## config.mk

```make
export PLATFORM = sky130hd
export DESIGN_NAME = dbg_char_tx
export DESIGN_NICKNAME = d
export VERILOG_FILES = /design/src/rtl/dbg_char_pkg.sv /design/src/rtl/dbg_char_fifo.sv /design/src/rtl/dbg_char_tx.sv
export SDC_FILE = /design/constraint.sdc
export NUM_CORES = 1
export LEC_CHECK = 0
export CORE_ASPECT_RATIO = 1.75
export CORE_UTILIZATION = 58
export CTS_CLUSTER_DIAMETER = 100
export DETAILED_ROUTE_END_ITERATION = 12
export PLACE_DENSITY = 0.79
export SLEW_MARGIN = 20
export SYNTH_ARGS = -nofsm -noshare
export SYNTH_HDL_FRONTEND = slang
export SYNTH_SLANG_ARGS = --single-unit
export TNS_END_PERCENT = 10
```

## constraint.sdc

```tcl
create_clock -name wb_clk_i -period 3.1 [get_ports wb_clk_i]
set_input_delay 0.62 -clock wb_clk_i [delete_from_list [all_inputs] [get_ports wb_clk_i]]
set_output_delay 0.62 -clock wb_clk_i [all_outputs]
set_load 0.05 [all_outputs]
```

## src/rtl/dbg_char_pkg.sv

```systemverilog
// Shared definitions for the debug character transmitter.
//   dbg_char_state_t : serializer FSM states
//   EOT_CHAR         : end-of-test character, raises the sticky eot flag
//   max3             : elaboration-time helper used to size the timing counter
package dbg_char_pkg;

    typedef enum logic [1:0] {
        ST_IDLE   = 2'd0,
        ST_SETUP  = 2'd1,
        ST_STROBE = 2'd2,
        ST_HOLD   = 2'd3
    } dbg_char_state_t;

    localparam logic [7:0] EOT_CHAR = 8'h04;

    function automatic int max3(input int a, input int b, input int c);
        int m;
        m = (a > b) ? a : b;
        return (m > c) ? m : c;
    endfunction

endpackage

```

## src/rtl/dbg_char_fifo.sv

```systemverilog
// Synchronous byte FIFO with a registered head-of-queue output.
//   clk, rst  : clock, synchronous active-high reset (control state only)
//   push      : write wr_data (ignored when full)
//   pop       : consume head (ignored when head_vld is low)
//   head      : registered head-of-queue byte, meaningful when head_vld
//   head_vld  : head register holds the oldest entry
//   full      : DEPTH entries stored
//   empty     : no entries stored
//   level     : occupancy, 0..DEPTH
module dbg_char_fifo
    import dbg_char_pkg::*;
#(
    parameter int DEPTH = 8
) (
    input  logic                     clk,
    input  logic                     rst,
    input  logic                     push,
    input  logic                     pop,
    input  logic [7:0]               wr_data,
    output logic [7:0]               head,
    output logic                     head_vld,
    output logic                     full,
    output logic                     empty,
    output logic [$clog2(DEPTH):0]   level
);

    localparam int AW = $clog2(DEPTH);

    logic [7:0]    mem [DEPTH];
    logic [AW-1:0] wr_ptr;
    logic [AW-1:0] rd_ptr;
    logic [AW-1:0] rd_ptr_nxt;
    logic [AW:0]   count;
    logic [AW:0]   count_nxt;
    logic          push_ok;
    logic          pop_ok;

    assign full    = (count == (AW+1)'(DEPTH));
    assign empty   = (count == '0);
    assign level   = count;
    assign push_ok = push & ~full;
    assign pop_ok  = pop & head_vld;

    // Pointers wrap naturally because DEPTH is a power of two.
    assign rd_ptr_nxt = rd_ptr + AW'(pop_ok);
    assign count_nxt  = count + (AW+1)'(push_ok) - (AW+1)'(pop_ok);

    always_ff @(posedge clk) begin
        if (push_ok) begin
            mem[wr_ptr] <= wr_data;
        end
        // The head register reads an entry only after it has landed in
        // memory, so a byte written into an empty FIFO becomes visible one
        // cycle later; that cycle is part of the push-to-char latency.
        head <= mem[rd_ptr_nxt];
    end

    always_ff @(posedge clk) begin
        if (rst) begin
            wr_ptr   <= '0;
            rd_ptr   <= '0;
            count    <= '0;
            head_vld <= 1'b0;
        end else begin
            wr_ptr   <= wr_ptr + AW'(push_ok);
            rd_ptr   <= rd_ptr_nxt;
            count    <= count_nxt;
            // Valid only if an entry older than this cycle's push remains.
            head_vld <= ((count - (AW+1)'(pop_ok)) != '0);
        end
    end

endmodule

```

## src/rtl/dbg_char_tx.sv

```systemverilog
// Debug character transmitter: buffers bytes and presents each one on
// char_o with a setup / strobe / hold handshake for the printf decoder.
//   wb_clk_i, wb_rst_i : clock, synchronous active-high reset
//   in_valid/in_ready  : producer handshake, push = in_valid & in_ready
//   in_data            : byte to send
//   char_o             : byte on the pads
//   strobe_o           : rising edge qualifies char_o
//   busy_o             : transfer in progress or bytes queued
//   eot_o              : sticky, set when EOT_CHAR is strobed
//   level_o            : FIFO occupancy
module dbg_char_tx
    import dbg_char_pkg::*;
#(
    parameter int DEPTH         = 8,
    parameter int SETUP_CYCLES  = 2,
    parameter int STROBE_CYCLES = 4,
    parameter int HOLD_CYCLES   = 2
) (
    input  logic                   wb_clk_i,
    input  logic                   wb_rst_i,
    input  logic                   in_valid,
    output logic                   in_ready,
    input  logic [7:0]             in_data,
    output logic [7:0]             char_o,
    output logic                   strobe_o,
    output logic                   busy_o,
    output logic                   eot_o,
    output logic [$clog2(DEPTH):0] level_o
);

    localparam int MAXC  = max3(SETUP_CYCLES, STROBE_CYCLES, HOLD_CYCLES);
    localparam int CNT_W = $clog2(MAXC) + 1;

    // The counter is loaded with N-1 and the phase ends when it reads zero,
    // so each phase lasts exactly N cycles.
    localparam logic [CNT_W-1:0] SETUP_LD  = CNT_W'(SETUP_CYCLES - 1);
    localparam logic [CNT_W-1:0] STROBE_LD = CNT_W'(STROBE_CYCLES - 1);
    localparam logic [CNT_W-1:0] HOLD_LD   = CNT_W'(HOLD_CYCLES - 1);

    dbg_char_state_t  state_q, state_d;
    logic [CNT_W-1:0] cnt_q, cnt_d;
    logic [7:0]       char_d;
    logic             strobe_d;
    logic             eot_d;
    logic             pop;
    logic             push;
    logic [7:0]       fifo_head;
    logic             fifo_head_vld;
    logic             fifo_full;
    logic             fifo_empty;

    assign in_ready = ~fifo_full & ~wb_rst_i;
    assign push     = in_valid & in_ready;
    assign busy_o   = (state_q != ST_IDLE) | ~fifo_empty;

    dbg_char_fifo #(
        .DEPTH (DEPTH)
    ) u_fifo (
        .clk      (wb_clk_i),
        .rst      (wb_rst_i),
        .push     (push),
        .pop      (pop),
        .wr_data  (in_data),
        .head     (fifo_head),
        .head_vld (fifo_head_vld),
        .full     (fifo_full),
        .empty    (fifo_empty),
        .level    (level_o)
    );

    always_comb begin
        state_d  = state_q;
        cnt_d    = cnt_q;
        char_d   = char_o;
        strobe_d = strobe_o;
        eot_d    = eot_o;
        pop      = 1'b0;
        case (state_q)
            ST_IDLE: begin
                if (fifo_head_vld) begin
                    pop     = 1'b1;
                    char_d  = fifo_head;
                    cnt_d   = SETUP_LD;
                    state_d = ST_SETUP;
                end
            end
            ST_SETUP: begin
                if (cnt_q == '0) begin
                    state_d  = ST_STROBE;
                    strobe_d = 1'b1;
                    cnt_d    = STROBE_LD;
                    if (char_o == EOT_CHAR) begin
                        eot_d = 1'b1;
                    end
                end else begin
                    cnt_d = cnt_q - CNT_W'(1);
                end
            end
            ST_STROBE: begin
                if (cnt_q == '0) begin
                    state_d  = ST_HOLD;
                    strobe_d = 1'b0;
                    cnt_d    = HOLD_LD;
                end else begin
                    cnt_d = cnt_q - CNT_W'(1);
                end
            end
            ST_HOLD: begin
                if (cnt_q == '0) begin
                    // Chain straight into the next byte to keep the
                    // back-to-back period at SETUP+STROBE+HOLD.
                    if (fifo_head_vld) begin
                        pop     = 1'b1;
                        char_d  = fifo_head;
                        cnt_d   = SETUP_LD;
                        state_d = ST_SETUP;
                    end else begin
                        state_d = ST_IDLE;
                    end
                end else begin
                    cnt_d = cnt_q - CNT_W'(1);
                end
            end
            default: begin
                state_d = ST_IDLE;
            end
        endcase
    end

    always_ff @(posedge wb_clk_i) begin
        if (wb_rst_i) begin
            state_q  <= ST_IDLE;
            cnt_q    <= '0;
            char_o   <= 8'h00;
            strobe_o <= 1'b0;
            eot_o    <= 1'b0;
        end else begin
            state_q  <= state_d;
            cnt_q    <= cnt_d;
            char_o   <= char_d;
            strobe_o <= strobe_d;
            eot_o    <= eot_d;
        end
    end

endmodule

```

==> results.md, run 1 <==
* Synth cell types at 41
* Routed vias/inst at 5.79
* Outcome: completed
* Period utilization at 0.847
* RSZ-0062 raised after global routing: no
* Nets@finish at 340
* Crit path max-delay family: buffers and inverters
* Crit path capture type: primary output
* Core area at 6810 µm²
* Root Driver: clkbuf_16
* Worst reg2reg path startpoint: cnt_q[0]
* Cells resized by post-CTS repair at 0
* Critical Path RT at 2480 ps
* Wire per inst at 17.9 µm
* Final std cells w/o fill at 398
* Syn Nets at 299
* Die area at 7350 µm²
* Area delta synth->final at 18.2%
* Initial DRC count at 131
* Post-route DRC at 0
* Multi-input logic area at 1340 µm²
* Worst-skew pair later-pin latency at 330 ps
* Synth Cell Area at 4060 µm²
* N_diodes at 0
* Total global routing overflow at 0
* YS warnings at 0
* Max-slew violation count at 0
* First-pass GRT wire length at 12.0 mm
* Leak at 1.73 nW
* Crit path depth at 4
* Slowest cell delay on critical path at 800 ps
* CP Buf/Inv Count at 2
* Clk_skew at 7.70 ps
* Final Cell Area at 4800 µm²
* Commonest non-fill, non-tap cells in the layout: edfxtp_1, dfxtp_1, clkdlybuf4s50_1, ha_1, a21oi_1
* Clock Sinks at 98
* Cell Pwr Density at 949 nW/µm²
* Vias in the first global route at 2396
* Max clock buf depth at 2
* Worst setup path class: reg -> out
* Avg Synthesized Cell Area at 15.1 µm²
* Area after DPL at 4490 µm²
* Seq. cell area at 2600 µm²
* Hold-fix buffers, CTS at 0
* Setup crit start kind: flip-flop
* Routability Congestion at 0.878
* Tmin final at 2630 ps
* Initial core utilization at 0.597
* Worst vdd ir at 0.820 mV
* Vias post-DR at 2304
* Commonest non-fill, non-tap cell in the layout: edfxtp_1
* Slowest cell on crit path: clkdlybuf4s50_1
* HP Start: u_fifo.head[4]
* Worst-path clk slew at 60 ps
* Cell Chain, Critical Path: inv_1 > ha_1 > nand3_1 > clkdlybuf4s50_1
* GRT Util Overall at 0.228
* CP max FO at 5
* Worst-margin pin slew at 531 ps
* # Max-Cap Violations at 0
* Layout cells sized above 1 at 0.166
* Core Util, Final at 0.705
* Drt pass-1 iters at 4
* Final hold violation count at 0
* Io pins at 27
* FF-to-FF setup slack at 560 ps
* Routed wire length at 7.11 mm
* Worst Hold Class: reg -> reg
* Hold-critical path depth at 2
* Final-report setup violation count at 0
* H-Tree Depth at 3
* Largest net degree at the start of global routing at 28
* Hold WS at 454 ps
* Die Y at 113 µm
* Setup TNS Final at 0 ps
* Worst R2R End: u_fifo.head[7]
* Filler Cells Inserted at 484
* Die Wd at 65.2 µm
* Post CTS Setup Buffer Count at 0
* Detailed Place HPWL at 4.88 mm
* Cells after DPL at 382
* Mapped Cells at 268
* Worst Hold End: char_o[4]
* Register area share after synthesis at 0.641
* Relative slew slack at 0.636
* Initial antenna violation count at 0
* Worst endpoint data arrival time at 2010 ps
* CTS buffer count at 9
* Port bufs at 26
* FMAX at 381 MHz
* ANT nets after route at 0
* Synth Register Bits at 98
* Std-Cell Rows at 40
* R2R depth at 9
* CTS tree: built
## cell type report
cell class / count / share of cell area
tap: 84 / 0.0219
clock inverter: 5 / 0.0164
multi-input combinational: 145 / 0.278
inverter: 15 / 0.0117
sequential: 98 / 0.542
timing repair buffer: 40 / 0.0808
clock buffer: 11 / 0.0485
## worst register-to-register path, delay by kind of cell (launching register included)
| family | cells | cell delay [ps] |
|---|---|---|
| adders and majority gates | 3 | 710 |
| DFF | 1 | 350 |
| AOI/OAI and AO/OA | 1 | 200 |
| muxes | 2 | 850 |
| buffers and inverters | 2 | 230 |
| and+or+nand+nor | 1 | 80 |
## registers in the layout (all words and copies together), names as in the netlist
signal and count:
u_fifo.wr_ptr 3, u_fifo.mem 64, eot_o 1, strobe_o 1, u_fifo.head 8, char_o 8
u_fifo.rd_ptr 3, state_q 2, cnt_q 3, u_fifo.level 4, u_fifo.head_vld 1
## how the worst max path moves through the flow
stage	end	slack [ps]	start
5_1_grt	busy_o	370	state_q[0]
2_1_floorplan	u_fifo.head[0]	540	cnt_q[0]
4_1_cts	busy_o	460	state_q[0]
3_5_place_dp	u_fifo.head[7]	560	cnt_q[0]
3_3_place_gp	u_fifo.head[2]	640	cnt_q[0]
6_report	busy_o	470	state_q[0]
## metal layers
metal | wire [µm] | GRT usage
met1 | 2770 | 0.259
met2 | 3930 | 0.390
met3 | 199 | 0.0498
met4 | 212 | 0.123
met5 | 0 | 0
## report_power, final
part	leakage [nW]	internal (mW)	total [mW]	switching [mW]
Clock	0.153	0.705	1.14	0.432
Sequential	0.858	1.57	1.67	0.105
Combinational	0.719	0.808	1.74	0.937
## synthesized netlist by cell type
library cell | instances | share of area
buf_12 | 1 | 0.0049
fa_1 | 1 | 0.0049
a31oi_1 | 1 | 0.0015
nor2b_1 | 7 | 0.011
dfxtp_1 | 34 | 0.17
nand2_1 | 2 | 0.0018
xnor2_1 | 1 | 0.0022
nand2b_1 | 5 | 0.0077
a41oi_1 | 2 | 0.0043
o21ai_0 | 11 | 0.014
a311oi_1 | 1 | 0.0022
nor4_1 | 1 | 0.0015
buf_6 | 1 | 0.0028
mux4_2 | 9 | 0.050
ha_1 | 19 | 0.059
nand3_1 | 11 | 0.014
a21oi_1 | 16 | 0.020
edfxtp_1 | 64 | 0.47
nor2_1 | 13 | 0.012
nand4_1 | 3 | 0.0046
a31o_2 | 1 | 0.0022
and3_1 | 1 | 0.0015
o31ai_1 | 1 | 0.0018
mux2i_1 | 1 | 0.0025
o21bai_1 | 3 | 0.0055
buf_2 | 3 | 0.0037
or3b_2 | 2 | 0.0043
a221o_1 | 2 | 0.0049
xor2_1 | 3 | 0.0065
nor3_1 | 3 | 0.0037
buf_1 | 3 | 0.0028
mux2_2 | 10 | 0.028
or2_2 | 1 | 0.0015
or3_1 | 1 | 0.0015
clkbuf_1 | 2 | 0.0018
inv_1 | 15 | 0.014
and2_1 | 1 | 0.0015
mux4_1 | 7 | 0.045
nor4b_1 | 1 | 0.0022
a211oi_1 | 2 | 0.0037
a21o_1 | 2 | 0.0037
## through the flow
step | total power [mW] | setup WS [ps]
3_3_place_gp | 3.40 | 641
3_5_place_dp | 3.45 | 563
4_1_cts | 4.60 | 457
5_1_grt | 4.83 | 371
6_report | 4.56 | 474
2_1_floorplan | 3.03 | 538
## cells by family (layout without fill, tap and decap cells)
kind of cell             after synthesis  after routing  share of synthesized area
flip-flops                            98             98                      0.641
AND/OR/NAND/NOR                       52             52                     0.0684
AO/OA/AOI/OAI                         42             42                     0.0632
multiplexers                          27             27                      0.125
buffers and inverters                 25             71                     0.0299
adder cells (fa/ha/maj)               20             20                     0.0635
XOR/XNOR                               4              4                    0.00863
No activity file was read; power rests on OpenSTA's default activity.
==> run 2: changes to the inputs <==
==> constraint.sdc (replaced) <==
create_clock -name wb_clk_i -period 2.73 [get_ports wb_clk_i]
set_input_delay 0.546 -clock wb_clk_i [delete_from_list [all_inputs] [get_ports wb_clk_i]]
set_output_delay 0.546 -clock wb_clk_i [all_outputs]
set_load 0.05 [all_outputs]
==> results.md, run 2 (same netlist as run 1, synthesis figures left out) <==
* Post-route DRC at 0 (unchanged)
* Commonest non-fill, non-tap cells in the layout: edfxtp_1, dfxtp_1, clkdlybuf4s50_1, ha_1 (was edfxtp_1, dfxtp_1, clkdlybuf4s50_1, ha_1, a21oi_1)
* Initial antenna violation count at 0 (unchanged)
* Worst reg2reg path startpoint: cnt_q[0] (unchanged)
* Initial DRC count at 278 (was 131)
* N_diodes at 0 (unchanged)
* Io pins at 27 (unchanged)
* Detailed Place HPWL at 5.08 mm (was 4.88 mm)
* Final hold violation count at 0 (unchanged)
* Max-slew violation count at 0 (unchanged)
* Die area at 7350 µm² (unchanged)
* Layout cells sized above 1 at 0.169 (was 0.166)
* Critical Path RT at 2180 ps (was 2480 ps)
* Slowest cell delay on critical path at 800 ps (about the same)
* Post CTS Setup Buffer Count at 0 (unchanged)
* Internal power at 3.43 mW (was 3.08 mW)
* Regs by FF count: u_fifo.mem: 64 flops, char_o: 8 flops, u_fifo.head: 8 flops (unchanged)
* Worst R2R End: u_fifo.head[4] (was u_fifo.head[7])
* First-pass GRT wire length at 11.8 mm (was 12.0 mm)
* Slowest cell on crit path: clkdlybuf4s50_1 (unchanged)
* H-Tree Depth at 3 (unchanged)
* Root Driver: clkbuf_16 (unchanged)
* Crit path capture type: primary output (unchanged)
* Initial core utilization at 0.597 (unchanged)
* CTS buffer count at 9 (unchanged)
* Sw frac at 0.334 (was 0.323)
* Leak at 1.72 nW (was 1.73 nW)
* Wire per inst at 19.0 µm (was 17.9 µm)
* Cell Pwr Density at 1070 nW/µm² (was 949 nW/µm²)
* Max clock buf depth at 2 (unchanged)
* Core area at 6810 µm² (unchanged)
* R2R depth at 9 (unchanged)
* Area after DPL at 4500 µm² (was 4490 µm²)
* Routability Congestion at 0.803 (was 0.878)
* Cell Chain, Critical Path: inv_1 > ha_1 > nand3_1 > clkdlybuf4s50_1 (unchanged)
* Number of flip-flops in the largest register at 64 (unchanged)
* Routed vias/inst at 5.86 (was 5.79)
* Std-Cell Rows at 40 (unchanged)
* Final Cell Area at 4800 µm² (about the same)
* CP max FO at 5 (unchanged)
* Vias post-DR at 2333 (was 2304)
* Die Y at 113 µm (unchanged)
* Seq pwr share at 0.370 (was 0.368)
* Combinational power share at 0.389 (was 0.383)
* FMAX at 392 MHz
* Outcome: completed (unchanged)
* Nets@finish at 340 (unchanged)
* Net Sw Power at 1.72 mW (was 1.47 mW)
* Port bufs at 26 (unchanged)
* Relative slew slack at 0.611 (was 0.636)
* Period utilization at 0.934
* HP Start: u_fifo.head[4] (unchanged)
* Clk_skew at 6.56 ps (was 7.70 ps)
* Area delta synth->final at 18.2% (about the same)
* Clock group share of total power at 0.241 (was 0.250)
* Vias in the first global route at 2277 (was 2396)
* RSZ-0062 raised after global routing: no (unchanged)
* Worst vdd ir at 0.705 mV (was 0.820 mV)
* CTS tree: built (unchanged)
* Routed wire length at 7.57 mm (was 7.11 mm)
* Commonest non-fill, non-tap cell in the layout: edfxtp_1 (unchanged)
* Worst Hold End: char_o[4] (unchanged)
* Setup TNS Final at 0 ps (unchanged)
* Worst-skew pair later-pin latency at 340 ps (was 330 ps)
* Worst-path clk slew at 70 ps (was 60 ps)
* Worst endpoint data arrival time at 2000 ps (was 2010 ps)
* Hold-critical path depth at 2 (unchanged)
* Largest net degree at the start of global routing at 28 (unchanged)
* Die Wd at 65.2 µm (unchanged)
* Worst-margin pin slew at 567 ps (was 531 ps)
* Worst setup path class: reg -> out (unchanged)
* GRT Util Overall at 0.231 (was 0.228)
* Tmin final at 2550 ps
* Most flops, register: u_fifo.mem (unchanged)
* Drt pass-1 iters at 5 (was 4)
* FF-to-FF setup slack at 230 ps (was 560 ps)
* ANT nets after route at 0 (unchanged)
* Worst Hold Class: reg -> reg (unchanged)
* Setup crit start kind: flip-flop (unchanged)
* Final-report setup violation count at 0 (unchanged)
* # Max-Cap Violations at 0 (unchanged)
* Total global routing overflow at 0 (unchanged)
* Clock Sinks at 98 (unchanged)
[run 2: cell count changes in the layout (fill, tap and decap cells not counted), sizes merged]
| cell | delta |
|---|---|
| inv | +2 |
| clkbuf | -1 |
| bufinv | -1 |
[run 2: what timing repair did]
item,in CTS,in global routing
resized for setup,0,1
hold buffers,0,0
endpoints found under the setup margin,0,1
[run 2: how the worst max path moves through the flow]
stage          startpoint             end  slack (ps)
2_1_floorplan    cnt_q[0]  u_fifo.head[0]         170
3_3_place_gp     cnt_q[0]  u_fifo.head[4]         280
3_5_place_dp     cnt_q[0]  u_fifo.head[1]         180
4_1_cts          cnt_q[0]  u_fifo.head[1]         170
5_1_grt          cnt_q[0]  u_fifo.head[4]          80
6_report       state_q[0]          busy_o         180
[run 2: power by group through the flow]
stage	Sequential, mW	Combinational, mW	Clock (mW)
after floorplan	2.13	1.32	0
after global placement	1.93	1.95	0
after detailed placement	1.94	2.00	0
after CTS	1.91	2.01	1.26
after global routing	1.93	2.18	1.33
final	1.91	2.01	1.24
[run 2: layout make-up]
class	instances	area, µm²
fill	458	2010
timing repair buffer	40	400
clock buffer	10	229
sequential	98	2600
inverter	15	56.3
multi-input combinational	145	1340
tap	84	105
clock inverter	6	65.1
[run 2: worst max-delay path, delay by kind of cell (launching register included)]
kind,cells,cell delay [ps]
and+or+nand+nor,1,100
buffers and inverters,2,910
DFF,1,390
adders and majority gates,1,270
[run 2: layer usage]
| layer | wire (µm) | vias to the layer above | share of wire | GRT usage |
|---|---|---|---|---|
| met5 | 0 | - | 0 | 0 |
| met4 | 192 | 0 | 0.025 | 0.119 |
| met3 | 251 | 12 | 0.033 | 0.0600 |
| met2 | 4220 | 60 | 0.56 | 0.398 |
| met1 | 2910 | 1160 | 0.38 | 0.257 |
| li1 | - | 1101 | - | - |
[run 2: metrics by stage]
stage | util | hold WS (ps) | power [mW] | instances | setup slack (ps)
finish | 0.705 | 451 | 5.15 | 398 | 180
floorplan | - | 429 | 3.44 | 268 | 168
global route | 0.705 | 482 | 5.44 | 398 | 76.9
detailed placement | 0.661 | 442 | 3.93 | 382 | 182
CTS | 0.704 | 452 | 5.18 | 398 | 167
global placement | 0.661 | 440 | 3.87 | 382 | 283
